**config.mk**
```make
export PLATFORM = sky130hd
export DESIGN_NAME = writeback_arbiter_flat
export DESIGN_NICKNAME = d
export VERILOG_FILES = /design/src/rtl/writeback_arbiter_if.sv /design/src/rtl/writeback_arbiter.sv /design/src/flat_wrapper.sv
export SDC_FILE = /design/constraint.sdc
export NUM_CORES = 1
export LEC_CHECK = 0
export ABC_AREA = 1
export CAP_MARGIN = 10
export CORE_UTILIZATION = 49
export DETAILED_ROUTE_END_ITERATION = 8
export PLACE_DENSITY = 0.79
export REMOVE_ABC_BUFFERS = 1
export SETUP_SLACK_MARGIN = 0.4
export SYNTH_ARGS = -nofsm -noshare
export SYNTH_HDL_FRONTEND = slang
export SYNTH_SLANG_ARGS = --single-unit
```
**constraint.sdc**
```tcl
create_clock -name clk -period 2.85 [get_ports clk]
set_input_delay 0.4275 -clock clk [delete_from_list [all_inputs] [get_ports clk]]
set_output_delay 0.4275 -clock clk [all_outputs]
set_load 0.05 [all_outputs]
```
**src/rtl/writeback_arbiter_if.sv**
```systemverilog
// Writeback arbiter bus: ALU and memory/multiply result handshakes plus the
// register file write port and the busy flag.
// slave  : the arbiter side.
// master : the producer / register-file side (testbench, upstream stages).
interface writeback_arbiter_if;
  logic        alu_valid;
  logic        alu_ready;
  logic [4:0]  alu_rd;
  logic [31:0] alu_data;
  logic        mem_valid;
  logic        mem_ready;
  logic [4:0]  mem_rd;
  logic [31:0] mem_data;
  logic        rf_we;
  logic [4:0]  rf_waddr;
  logic [31:0] rf_wdata;
  logic        busy;

  modport slave (
    input  alu_valid, alu_rd, alu_data, mem_valid, mem_rd, mem_data,
    output alu_ready, mem_ready, rf_we, rf_waddr, rf_wdata, busy
  );

  modport master (
    output alu_valid, alu_rd, alu_data, mem_valid, mem_rd, mem_data,
    input  alu_ready, mem_ready, rf_we, rf_waddr, rf_wdata, busy
  );
endinterface

```
**src/rtl/writeback_arbiter.sv**
```systemverilog
// Writeback arbiter: merges single-cycle ALU results and FIFO-buffered
// memory/multiply results onto the single register file write port.
// ALU wins by default; a starvation counter forces the FIFO head through
// after STARVE_LIMIT consecutive passed-over cycles.
// Optional feature macro: WB_PERF_CNT_EN (adds perf_wr_cnt / perf_starve_cnt).
module writeback_arbiter #(
  parameter int unsigned DEPTH        = 4,
  parameter int unsigned STARVE_LIMIT = 8
) (
  input  logic                  clk,
  input  logic                  rst,
  writeback_arbiter_if.slave    bus
`ifdef WB_PERF_CNT_EN
  ,
  output logic [31:0]           perf_wr_cnt,
  output logic [31:0]           perf_starve_cnt
`endif
);

  localparam int unsigned PTR_W = $clog2(DEPTH);
  localparam int unsigned CNT_W = $clog2(DEPTH + 1);
  localparam int unsigned SC_W  = $clog2(STARVE_LIMIT + 1);

  logic [4:0]       fifo_rd   [DEPTH];
  logic [31:0]      fifo_data [DEPTH];
  logic [PTR_W-1:0] wr_ptr;
  logic [PTR_W-1:0] rd_ptr;
  logic [CNT_W-1:0] count;
  logic [SC_W-1:0]  starve_cnt;

  logic             busy_c;
  logic             starve_c;
  logic             push_c;
  logic             pop_c;
  logic             sel_alu_c;
  logic [CNT_W-1:0] count_nxt_c;
  logic [SC_W-1:0]  starve_nxt_c;

  // Handshake and arbitration decisions, all from registered state plus valids.
  always_comb begin
    busy_c       = (count != '0);
    starve_c     = busy_c && (starve_cnt == SC_W'(STARVE_LIMIT));
    push_c       = bus.mem_valid && (count != CNT_W'(DEPTH));
    sel_alu_c    = bus.alu_valid && !starve_c;
    pop_c        = !sel_alu_c && busy_c;
    count_nxt_c  = count + CNT_W'(push_c) - CNT_W'(pop_c);
    starve_nxt_c = starve_cnt;
    if (!busy_c || pop_c) begin
      starve_nxt_c = '0;
    end else if (starve_cnt != SC_W'(STARVE_LIMIT)) begin
      starve_nxt_c = starve_cnt + SC_W'(1);
    end
  end

  assign bus.busy      = busy_c;
  assign bus.alu_ready = !starve_c;
  assign bus.mem_ready = (count != CNT_W'(DEPTH));

  // FIFO storage; contents need no reset since count gates every read.
  always_ff @(posedge clk) begin
    if (push_c) begin
      fifo_rd[wr_ptr]   <= bus.mem_rd;
      fifo_data[wr_ptr] <= bus.mem_data;
    end
  end

  // FIFO pointers, occupancy and starvation counter.
  always_ff @(posedge clk or posedge rst) begin
    if (rst) begin
      wr_ptr     <= '0;
      rd_ptr     <= '0;
      count      <= '0;
      starve_cnt <= '0;
    end else begin
      if (push_c) wr_ptr <= wr_ptr + PTR_W'(1);
      if (pop_c)  rd_ptr <= rd_ptr + PTR_W'(1);
      count      <= count_nxt_c;
      starve_cnt <= starve_nxt_c;
    end
  end

  // Register file write port; address/data hold when nothing is selected.
  always_ff @(posedge clk or posedge rst) begin
    if (rst) begin
      bus.rf_we    <= 1'b0;
      bus.rf_waddr <= '0;
      bus.rf_wdata <= '0;
    end else if (sel_alu_c) begin
      bus.rf_we    <= (bus.alu_rd != 5'd0);
      bus.rf_waddr <= bus.alu_rd;
      bus.rf_wdata <= bus.alu_data;
    end else if (pop_c) begin
      bus.rf_we    <= (fifo_rd[rd_ptr] != 5'd0);
      bus.rf_waddr <= fifo_rd[rd_ptr];
      bus.rf_wdata <= fifo_data[rd_ptr];
    end else begin
      bus.rf_we    <= 1'b0;
    end
  end

`ifdef WB_PERF_CNT_EN
  // Performance counters: writes issued and cycles spent in forced-drain.
  always_ff @(posedge clk or posedge rst) begin
    if (rst) begin
      perf_wr_cnt     <= '0;
      perf_starve_cnt <= '0;
    end else begin
      if (bus.rf_we) perf_wr_cnt     <= perf_wr_cnt + 32'd1;
      if (starve_c)  perf_starve_cnt <= perf_starve_cnt + 32'd1;
    end
  end
`endif

endmodule
```
**src/flat_wrapper.sv**
```systemverilog
// flat-port wrapper written by rule: the top's interface ports become plain ports
module writeback_arbiter_flat 
#(
  parameter int unsigned DEPTH        = 4,
  parameter int unsigned STARVE_LIMIT = 8
)
  (clk, rst, bus_alu_valid, bus_alu_rd, bus_alu_data, bus_mem_valid, bus_mem_rd, bus_mem_data, bus_alu_ready, bus_mem_ready, bus_rf_we, bus_rf_waddr, bus_rf_wdata, bus_busy);
  writeback_arbiter_if bus_i ();
  input  logic clk;
  input  logic rst;
  input wire logic [$bits(bus_i.alu_valid)-1:0] bus_alu_valid;
  input wire logic [$bits(bus_i.alu_rd)-1:0] bus_alu_rd;
  input wire logic [$bits(bus_i.alu_data)-1:0] bus_alu_data;
  input wire logic [$bits(bus_i.mem_valid)-1:0] bus_mem_valid;
  input wire logic [$bits(bus_i.mem_rd)-1:0] bus_mem_rd;
  input wire logic [$bits(bus_i.mem_data)-1:0] bus_mem_data;
  output wire logic [$bits(bus_i.alu_ready)-1:0] bus_alu_ready;
  output wire logic [$bits(bus_i.mem_ready)-1:0] bus_mem_ready;
  output wire logic [$bits(bus_i.rf_we)-1:0] bus_rf_we;
  output wire logic [$bits(bus_i.rf_waddr)-1:0] bus_rf_waddr;
  output wire logic [$bits(bus_i.rf_wdata)-1:0] bus_rf_wdata;
  output wire logic [$bits(bus_i.busy)-1:0] bus_busy;
  assign bus_i.alu_valid = bus_alu_valid;
  assign bus_i.alu_rd = bus_alu_rd;
  assign bus_i.alu_data = bus_alu_data;
  assign bus_i.mem_valid = bus_mem_valid;
  assign bus_i.mem_rd = bus_mem_rd;
  assign bus_i.mem_data = bus_mem_data;
  assign bus_alu_ready = bus_i.alu_ready;
  assign bus_mem_ready = bus_i.mem_ready;
  assign bus_rf_we = bus_i.rf_we;
  assign bus_rf_waddr = bus_i.rf_waddr;
  assign bus_rf_wdata = bus_i.rf_wdata;
  assign bus_busy = bus_i.busy;
  writeback_arbiter #(.DEPTH(DEPTH), .STARVE_LIMIT(STARVE_LIMIT)) u_core (.clk(clk), .rst(rst), .bus(bus_i));
endmodule
```
==> results.toml, run 1 <==
[worst_setup_path]
worst_path_max_delay_cell = "clkdlybuf4s50_1"
r2r_start = "u_core.starve_cnt[0]$_DFFE_PP0P_"
max_stage_delay_ns = 0.82
timing.rr.end = "u_core.count[2]$_DFF_PP0_"
required_ns = 2.42
r2r_cells = 10
ff2ff_setup_slack_ns = 0.81
path_max_fanout = 6
crit_chain = "nor2_4 > nand2_4 > clkdlybuf4s50_1"
crit_path_end_kind = "primary output"
start_kind = "flop"
critPathArrivalTime_ns = 1.89
crit_type = "reg2out"

[clock_tree]
cts_hold_buf = 0
cts-root-buf = "clkbuf_16"
path_clk_slew_ns = 0.07
cts_made_buffers = 17
h-tree-depth = 4
cts_tree = "yes"
clock_path_buffers = 2
cts.sinks = 197
clkLatencyLatePin_ns = 0.43

[drt]
drt_iter0_drc = 383
dr.pass1.iters = 5
wire_per_inst_um = 14.98
vias = 5533
via_per_inst = 4.931
ant_nets = 0
wirelength_um = 16800
drc = 0

[cells_and_area]
final_cell_mix = "328 x nand2_1, 148 x edfxtp_1, 118 x nand3_1, 117 x clkdlybuf4s50_1, 52 x inv_1"
fillers = 1289
nNetsFinal = 976
syn2layout_area_growth_pct = 24.09
drive_above_1_share_pct = 7.650
final_common_cell = "nand2_1"
fin_cells = 1122
diodes = 0

[sta]
finalCriticalPeriod_ns = 2.321
fin_skew_ns = 0.007362
drv_slew = 0
worst_pin_slew_ns = 0.6378
period_share_pct = 81.44
hold_violations = 0
whs_ns = 0.3343
relSlewSlack_pct = 57.48
fmax_ghz = 0.4308
fin_tns_setup_ns = 0
setup_viol = 0
rsz0062_at_grt = "no"

[global_routing]
antenna_found_initial = 0
grt-ovfl-total = 0
grtUsageMet3_pct = 4.537
grt_usage_pct = 20.48
grt_pass1_wl_um = 26770
first_global_vias = 5214
busiest_layer = "met2"
grt_max_degree = 45
met1_usage_pct = 26.11
use_met2_pct = 34.80

[yosys]
synth-seq-area-share_pct = 68.41
yosys.area.top_type = "edfxtp_1"
synthTopCellsByArea = "edfxtp_1 54%, nand2_1 15%, dfrtp_1 15%, nand3_1 7.1%, inv_1 2.4%"
avgSynthCellArea_sq_um = 10.71
postSynthCellCount = 774
synth_top_area_share_pct = 53.62
netlist_area_sq_um = 8289
synth_cell_types = 25
yosys_warnings = 0
ys_seq_elements = 197

[floorplan]
die_area_sq_um = 17440
die_x_um = 132.1
start_util_pct = 50.16
core_area_sq_um = 16520
rows = 47
die_h_um = 132.1
io_pins = 119

[placed_design]
port_buffers = 118
place_congestion = 0.7086
dp_cells = 1090
hpwl_um = 9868

[power_and_ir_drop]
ir_worst_vdd_mv = 0.5061
p_per_area_nw_per_um2 = 1040
power.leakage_nw = 4.253

[outcome]
status = "finished, final reports clean"

[job]
maxCapViolCount = 0

[hold_path]
hold_class = "in2async"
critical path: cells and delay by family, from the launching register on:
| family | cells | cell delay (ns) |
|---|---|---|
| buffers and inverters | 1 | 0.82 |
| flip-flops | 1 | 0.45 |
| AND/OR/NAND/NOR | 2 | 0.19 |
cell families after synthesis:
group	count (synthesis)	synth area share [%]
fa+ha+maj	9	1.449
xor+xnor	7	0.7396
simple gates	461	23.23
flops	197	68.41
buf+inv	94	5.645
compound gates	6	0.5282
metrics by stage:
stage	setup slack [ns]	instance area (sq um)	utilization, %	total power [mW]
after CTS	0.5002	10290	62.25	10.79
after detailed placement	0.5591	9703	58.72	8.460
after floorplan	-0.2775	8036	-	6.966
after global routing	0.4290	10290	62.25	11.33
after global placement	0.5723	9703	58.72	8.367
final	0.5288	10290	62.25	10.69
worst max path at each step:
stage | from | cells past startpoint | slack, ns | to
final | u_core.count[1]$_DFF_PP0_ | 3 | 0.53 | bus_busy
after CTS | u_core.count[1]$_DFF_PP0_ | 3 | 0.50 | bus_busy
after global placement | bus_alu_valid | 8 | 0.57 | u_core.count[1]$_DFF_PP0_
after global routing | u_core.starve_cnt[0]$_DFFE_PP0P_ | 6 | 0.43 | bus_alu_ready
after detailed placement | bus_alu_valid | 8 | 0.56 | u_core.count[2]$_DFF_PP0_
after floorplan | u_core.count[1]$_DFF_PP0_ | 4 | -0.28 | u_core.fifo_data[0][0]$_DFFE_PP_
routing by layer:
layer	vias up	share of wire, %
met5	-	0
met4	0	1.2
met3	17	5.3
met2	153	50
met1	2595	44
li1	2768	-
sequential cells by signal, indices dropped and copies added (netlist names):
signal,flops
u_core.bus.rf_wdata,32
u_core.fifo_data,128
u_core.wr_ptr,2
u_core.bus.rf_waddr,5
u_core.count,3
u_core.bus.rf_we,1
u_core.fifo_rd,20
u_core.rd_ptr,2
u_core.starve_cnt,4
where the power goes:
| part | total, mW | switching, mW | internal, mW |
|---|---|---|---|
| clock network | 2.32 | 1.04 | 1.29 |
| logic | 4.14 | 2.79 | 1.35 |
| registers | 4.23 | 0.353 | 3.87 |
cell type report:
class / count / area [sq um] / share of cell area, %
Clock buffer: 20 / 466.7 / 4.537
Multi-Input combinational cell: 483 / 2188 / 21.27
Clock inverter: 12 / 117.6 / 1.143
Inverter: 56 / 215.2 / 2.092
Timing Repair Buffer: 134 / 1350 / 13.12
Sequential cell: 197 / 5673 / 55.15
Tap cell: 220 / 275.3 / 2.676
repair_timing:
item,4_1_cts,5_1_grt
setup buffers,0,0
resized for setup,1,0
setup endpoints to repair,1,0
Yosys cell counts:
cell        n
inv_2       1
buf_6       8
edfxtp_1  148
nor2_1      6
o21bai_1    1
o211ai_1    2
inv_1      54
nor2_2      4
xnor2_1     3
o21ai_1     1
xor2_1      4
a21boi_2    1
inv_6       1
buf_1       1
o21ai_0     1
dfrtp_1    49
clkbuf_1    3
nor2_4      1
buf_4       7
fa_1        1
nand2_1   328
nand2_4     4
ha_1        8
buf_2      19
nand3_1   118
(Power assumes the default switching activity.)
==> run 2, diff against run 1 <==
--- a/config.mk
+++ b/config.mk
@@ -7,9 +7,9 @@
 export LEC_CHECK = 0
 export ABC_AREA = 1
 export CAP_MARGIN = 10
-export CORE_UTILIZATION = 49
+export CORE_UTILIZATION = 51
 export DETAILED_ROUTE_END_ITERATION = 8
-export PLACE_DENSITY = 0.79
+export PLACE_DENSITY = 0.78
 export REMOVE_ABC_BUFFERS = 1
 export SETUP_SLACK_MARGIN = 0.4
 export SYNTH_ARGS = -nofsm -noshare
==> constraint.sdc (replaced) <==
create_clock -name clk -period 2.21 [get_ports clk]
set_input_delay 0.3315 -clock clk [delete_from_list [all_inputs] [get_ports clk]]
set_output_delay 0.3315 -clock clk [all_outputs]
set_load 0.05 [all_outputs]
==> run 2 against run 1 <==
Sequential power is 26% higher. Clock skew is 0.00090 ns higher. Final area is 1.7% higher. Via count is 3.5% higher. Total power is 31% higher. Global-route usage is 2.3 points higher. Cell count is 1.2% higher. Highest routed layer unchanged.
==> results.toml, run 2 (same netlist as run 1, synthesis figures left out) <==
[outcome]
status = "finished, final reports clean"

[worst_setup_path]
crit_path_end_kind = "flop"
worst_path_max_delay_cell = "dfrtp_1"
crit_chain = "inv_1 > ha_1 > nand3_2 > a21boi_2 > ha_1 > inv_1 > ha_1 > inv_1 > fa_1 > xnor2_1"
crit_type = "reg2reg"
critPathArrivalTime_ns = 2.27
start_kind = "flop"
required_ns = 2.53
worstSetupStartpoint = "u_core.starve_cnt[0]$_DFFE_PP0P_"
r2r_start = "u_core.starve_cnt[0]$_DFFE_PP0P_"
max_stage_delay_ns = 0.38
path_max_fanout = 2

[cells_and_area]
top_register = "u_core.fifo_data"
syn2layout_area_growth_pct = 26.16
final_common_cell = "nand2_1"
diodes = 0
design_area_sq_um = 10460
final_cell_mix = "328 x nand2_1, 148 x edfxtp_1, 117 x nand3_1, 77 x clkdlybuf4s50_1, 51 x inv_1"
largest_reg_flops = 128
fin_cells = 1135
nNetsFinal = 993
top_regs = "u_core.fifo_data (128), u_core.bus.rf_wdata (32), u_core.fifo_rd (20)"
drive_above_1_share_pct = 10.01

[clock_tree]
h-tree-depth = 4
cts.sinks = 197
cts-root-buf = "clkbuf_16"
cts_tree = "yes"
clkLatencyLatePin_ns = 0.43
path_clk_slew_ns = 0.07
cts_made_buffers = 17
clock_path_buffers = 2

[sta]
setup_ws_ns = 0.2636
fin_tns_setup_ns = 0
finalCriticalPeriod_ns = 1.946
worst_pin_slew_ns = 0.5703
relSlewSlack_pct = 61.98
setup_viol = 0
period_share_pct = 88.07
fin_skew_ns = 0.008266
fmax_ghz = 0.5138
hold_violations = 0
rsz0062_at_grt = "yes"
drv_slew = 0
whs_ns = 0.2068

[drt]
wire_per_inst_um = 15.67
wl_met2_um = 8807
highest_layer = "met4"
via_per_inst = 5.047
drc = 0
wirelength_um = 17790
vias = 5728
routed-wl-met3_um = 1096
drt_iter0_drc = 437
ant_nets = 0
dr.pass1.iters = 5
wl_met1_um = 7638

[placed_design]
dp_cells = 1095
port_buffers = 118
place_ws_ns = 0.1338
place_congestion = 0.7335
hpwl_um = 11180
dpl_cell_area_sq_um = 9801

[floorplan]
io_pins = 119
die_area_sq_um = 16770
core_area_sq_um = 15890
rows = 46
start_util_pct = 52.18
die_x_um = 129.5
die_h_um = 129.5

[power_and_ir_drop]
p_per_area_nw_per_um2 = 1337
ir_worst_vdd_mv = 0.8116
power.leakage_nw = 4.405

[hold_path]
hold_class = "in2async"

[global_routing]
grt-ovfl-total = 0
antenna_found_initial = 0
grt_usage_pct = 22.76
grt_pass1_wl_um = 28150
grt_max_degree = 53
first_global_vias = 5529

[job]
maxCapViolCount = 0
## run 2: changes by cell type in the layout (fill, tap and decap cells not counted), moves of 2 or more
cell             previous run  this run
buf_4                      12        25
dlygate4sd2_1               1        38
clkdlybuf4s50_1           117        77
clkbuf_8                    3         0
bufinv_16                   1         3
inv_8                       0         3
buf_12                      4         7
## run 2: layout make-up
class                      count  area [sq um]
clock buffer                  17         425.4
timing repair buffer         151          1474
fill                        1214          5428
clock inverter                15         193.9
multi-input combinational    483          2202
tap                          216         270.3
inverter                      56         217.7
sequential                   197          5674
## run 2: final timing paths
kind	end	cells past startpoint	slack (ns)
worst max-delay path	u_core.count[2]$_DFF_PP0_	10	0.26
worst min register to register	u_core.bus.rf_wdata[5]$_DFFE_PP0P_	2	0.47
min in group clk	u_core.bus.rf_wdata[5]$_DFFE_PP0P_	2	0.47
worst max register to register	u_core.count[2]$_DFF_PP0_	10	0.26
worst min-delay path	u_core.bus.rf_wdata[20]$_DFFE_PP0P_	2	0.21
max in group asynchronous	u_core.bus.rf_wdata[15]$_DFFE_PP0P_	3	1.49
## run 2: report_power, final
part           total (mW)  internal [mW]  switching (mW)
sequential           5.33           5.00           0.336
combinational        5.45           1.64            3.81
clock                3.20           1.81            1.38
## run 2: critical path: cells and delay by family, from the launching register on
kind / cells / cell delay, ns
fa+ha+maj: 4 / 0.90
flops: 1 / 0.38
buf+inv: 3 / 0.17
compound gates: 1 / 0.16
xor+xnor: 1 / 0.14
simple gates: 1 / 0.09
## run 2: layer usage
layer	GRT usage (%)	up-vias
met5	0	-
met4	7.866	0
met3	5.698	24
met2	37.48	172
met1	29.59	2729
li1	-	2803
## run 2: timing repair
action                                  4_1_cts  5_1_grt
hold buffers                                  0        0
endpoints found under the setup margin       54       38
pin swaps                                     2        1
buffers inserted                              7        1
gates resized for setup                      44        8
## run 2: stage by stage
stage               power, mW  util (%)
detailed placement      11.05     61.70
CTS                     14.06     65.67
floorplan               8.983         -
global route            14.79     65.83
global placement        10.91     61.70
finish                  13.98     65.83
==> patch (flow settings as in run 2) <==
`STARVE_LIMIT` is set to 8 in 2 places; all go to 32.
--- a/src/rtl/writeback_arbiter.sv
+++ b/src/rtl/writeback_arbiter.sv
@@ -5,7 +5,7 @@
 // Optional feature macro: WB_PERF_CNT_EN (adds perf_wr_cnt / perf_starve_cnt).
 module writeback_arbiter #(
   parameter int unsigned DEPTH        = 4,
-  parameter int unsigned STARVE_LIMIT = 8
+  parameter int unsigned STARVE_LIMIT = 32
 ) (
   input  logic                  clk,
   input  logic                  rst,
--- a/src/flat_wrapper.sv
+++ b/src/flat_wrapper.sv
@@ -2,7 +2,7 @@
 module writeback_arbiter_flat 
 #(
   parameter int unsigned DEPTH        = 4,
-  parameter int unsigned STARVE_LIMIT = 8
+  parameter int unsigned STARVE_LIMIT = 32
 )
   (clk, rst, bus_alu_valid, bus_alu_rd, bus_alu_data, bus_mem_valid, bus_mem_rd, bus_mem_data, bus_alu_ready, bus_mem_ready, bus_rf_we, bus_rf_waddr, bus_rf_wdata, bus_busy);
   writeback_arbiter_if bus_i ();
Behaviour: no difference found for any inputs over 4 cycles, from zero or initial values and one cycle with rst high; that may be too few to reach the edited logic, so the function may still have changed.
==> patch against run 2 <==
- routed wire length shrank 3.4%
- global-route usage shrank 0.20 points
- first-iteration DRC count is 4.8% higher
- worst setup slack better by 75 ps
- sequential cell count up 2
- clock skew rose by 1.9 ps
- total power fell by 5.0%
- final area down 3.8%
- synthesized area decreased by 4.1%
- largest cell class unchanged
- largest power group is now registers
- highest routed layer unchanged
==> patch: results (changes against run 2) <==
STA
  – Worst Tran Pin Value: 630 ps (was 570 ps)
  – Final clock skew: 10.1 ps (was 8.27 ps)
  – Setup TNS: 0 ps (unchanged)

Clock network
  – H-tree levels: 4 (unchanged)
  – Clock Tree Root: clkbuf_16 (unchanged)
  – TritonCTS Buffers: 17 (unchanged)
  – Worst-skew pair later-pin latency: 430 ps (about the same)
  – Longest Clk Path Bufs: 2 (unchanged)
  – Clock transition at the registers of the reported paths: 60 ps

Power and ir drop
  – Leakage Power: 3.83 nW (was 4.40 nW)
  – Sw Share: 38.1% (was 39.5%)
  – Peak supply drop: 0.000759 V (was 0.000812 V)

Global route
  – Vias in the first global route: 5488 (was 5529)
  – Largest net degree at the start of global routing: 78 (was 53)
  – Total Routing Usage GR: 22.6% (was 22.8%)
  – Initial antenna violation count: 1 (was 0)
  – First-pass GRT wire length: 27.4 mm (was 28.1 mm)

Cells and area
  – Layout filler cell count: 1127 (was 1214)
  – Top Registers: u_core.fifo_data (128), u_core.bus.rf_wdata (32), u_core.fifo_rd (20) (unchanged)
  – Layout cells sized above 1: 9.48% (was 10.0%)
  – Top reg by flops: u_core.fifo_data (unchanged)
  – Layout Nets: 866 (was 993)

Synth
  – Netlist cell types: 26 (was 25)
  – Main area contributors after synthesis: edfxtp_1, dfrtp_1, nand3_1 (was edfxtp_1, nand2_1, dfrtp_1)
  – Post-synth ARST share: 25.6% (was 24.9%)
  – Yosys warns: 0 (unchanged)
  – Sequential area share after synthesis: 71.9% (was 68.4%)
  – Commonest cells in the netlist: edfxtp_1, nand2_1, nand3_1, nor2_1, o21ai_0 (was nand2_1, edfxtp_1, nand3_1, inv_1, dfrtp_1)
  – Number of synthesized flops with an enable pin: 148 (unchanged)

Worst setup path
  – Crit-path max FO: 2 (unchanged)
  – Kind of start point of the critical path: flip-flop (unchanged)
  – Worst r2r src: u_core.starve_cnt[0] (unchanged)
  – CP arrival: 1540 ps (was 2270 ps)

Outcome
  – Outcome: complete, no violations (unchanged)

Routing
  – DR WL/cell: 17.5 µm (was 15.7 µm)
  – First-pass iteration count of the detailed router: 5 (unchanged)
  – Initial DRC count: 458 (was 437)
  – Vias per cell: 5.56 (was 5.05)

Place
  – Buffers added on ports: 118 (unchanged)
  – DP Wirelength: 10.2 mm (was 11.2 mm)
  – Routability congestion estimate: 0.751 (was 0.734)
  – Placement Cell Area: 0.00942 mm² (was 0.00980 mm²)

Min path
  – HP Class: primary input to asynchronous set/reset pin (unchanged)
-- patch: changes by cell type in the layout (fill, tap and decap cells not counted), moves of 24 or more --
cell	delta
nand2_1	-224
o22ai_1	+32
inv_1	-33
nand3_1	-24
o21ai_0	+63
nor2_1	+69
-- patch: cell families (layout without fill, tap and decap cells) --
kind of cell               Yosys count  after routing  synth area share, %
AOI/OAI and AO/OA                  100            100                 6.99
xor gates and xnor gates             8              8                0.881
adders and majority gates            9              9                 1.51
buffers and inverters               63            195                 3.75
DFF                                199            199                 71.9
other                                0              1                    0
and+or+nand+nor                    280            280                 14.9
-- patch: cell type report --
type,count,area (µm²),share of cell area [%]
Sequential cell,199,5720,56.9
Multi-Input combinational cell,397,2020,20.1
Timing Repair Buffer,141,1420,14.1
Clock buffer,28,527,5.24
Tap cell,188,235,2.34
Inverter,23,91.3,0.908
Clock inverter,3,42.5,0.423
Antenna cell,1,2.50,0.0249
-- patch: power groups by stage --
stage / sequential (mW) / clock, mW / combinational (mW)
floorplan: 6.59 / 0 / 1.95
global placement: 5.35 / 0 / 4.96
detailed placement: 5.40 / 0 / 5.09
CTS: 5.31 / 2.99 / 5.02
global route: 5.41 / 3.14 / 5.44
finish: 5.32 / 2.95 / 5.01
-- patch: repair_timing --
action                     CTS  global route
resized for setup           56             9
buffers inserted             6             0
hold endpoints to repair     0             0
pin swaps                    6             4
hold buffers                 0             0
setup endpoints to repair   43            45
-- patch: final timing paths --
check / endpoint / slack [ps] / cells past startpoint
max reg2reg: u_core.count[1] / 350 / 8
min reg2reg: u_core.bus.rf_waddr[1] / 520 / 2
min: u_core.bus.rf_wdata[2] / 310 / 2
max: bus_alu_ready / 340 / 7
max in group asynchronous: u_core.rd_ptr[0] / 1310 / 3
min in group clk: u_core.bus.rf_wdata[10] / 460 / 3
-- patch: worst max-delay path, cell delays in order (launching register included) --
cell	delay, ps
dfrtp_1	380
inv_1	70
ha_2	200
nand3_4	100
buf_6	130
inv_4	50
nand2_4	40
buf_8	140
-- patch: stage by stage --
step           std cells  utilization [%]  worst slack [ps]
6_report             980             66.1               339
5_1_grt              980             66.1               272
4_1_cts              979             66.1               346
3_5_place_dp         942             62.0              53.6
3_3_place_gp         942             62.0               125
2_1_floorplan        619                -              -844
-- patch: layer usage --
metal	track usage (%)	vias up	part of all wire [%]
li1	-	2567	-
met1	27.9	2683	43
met2	39.4	169	51
met3	4.56	26	5.0
met4	8.26	0	1.4
met5	0	-	0
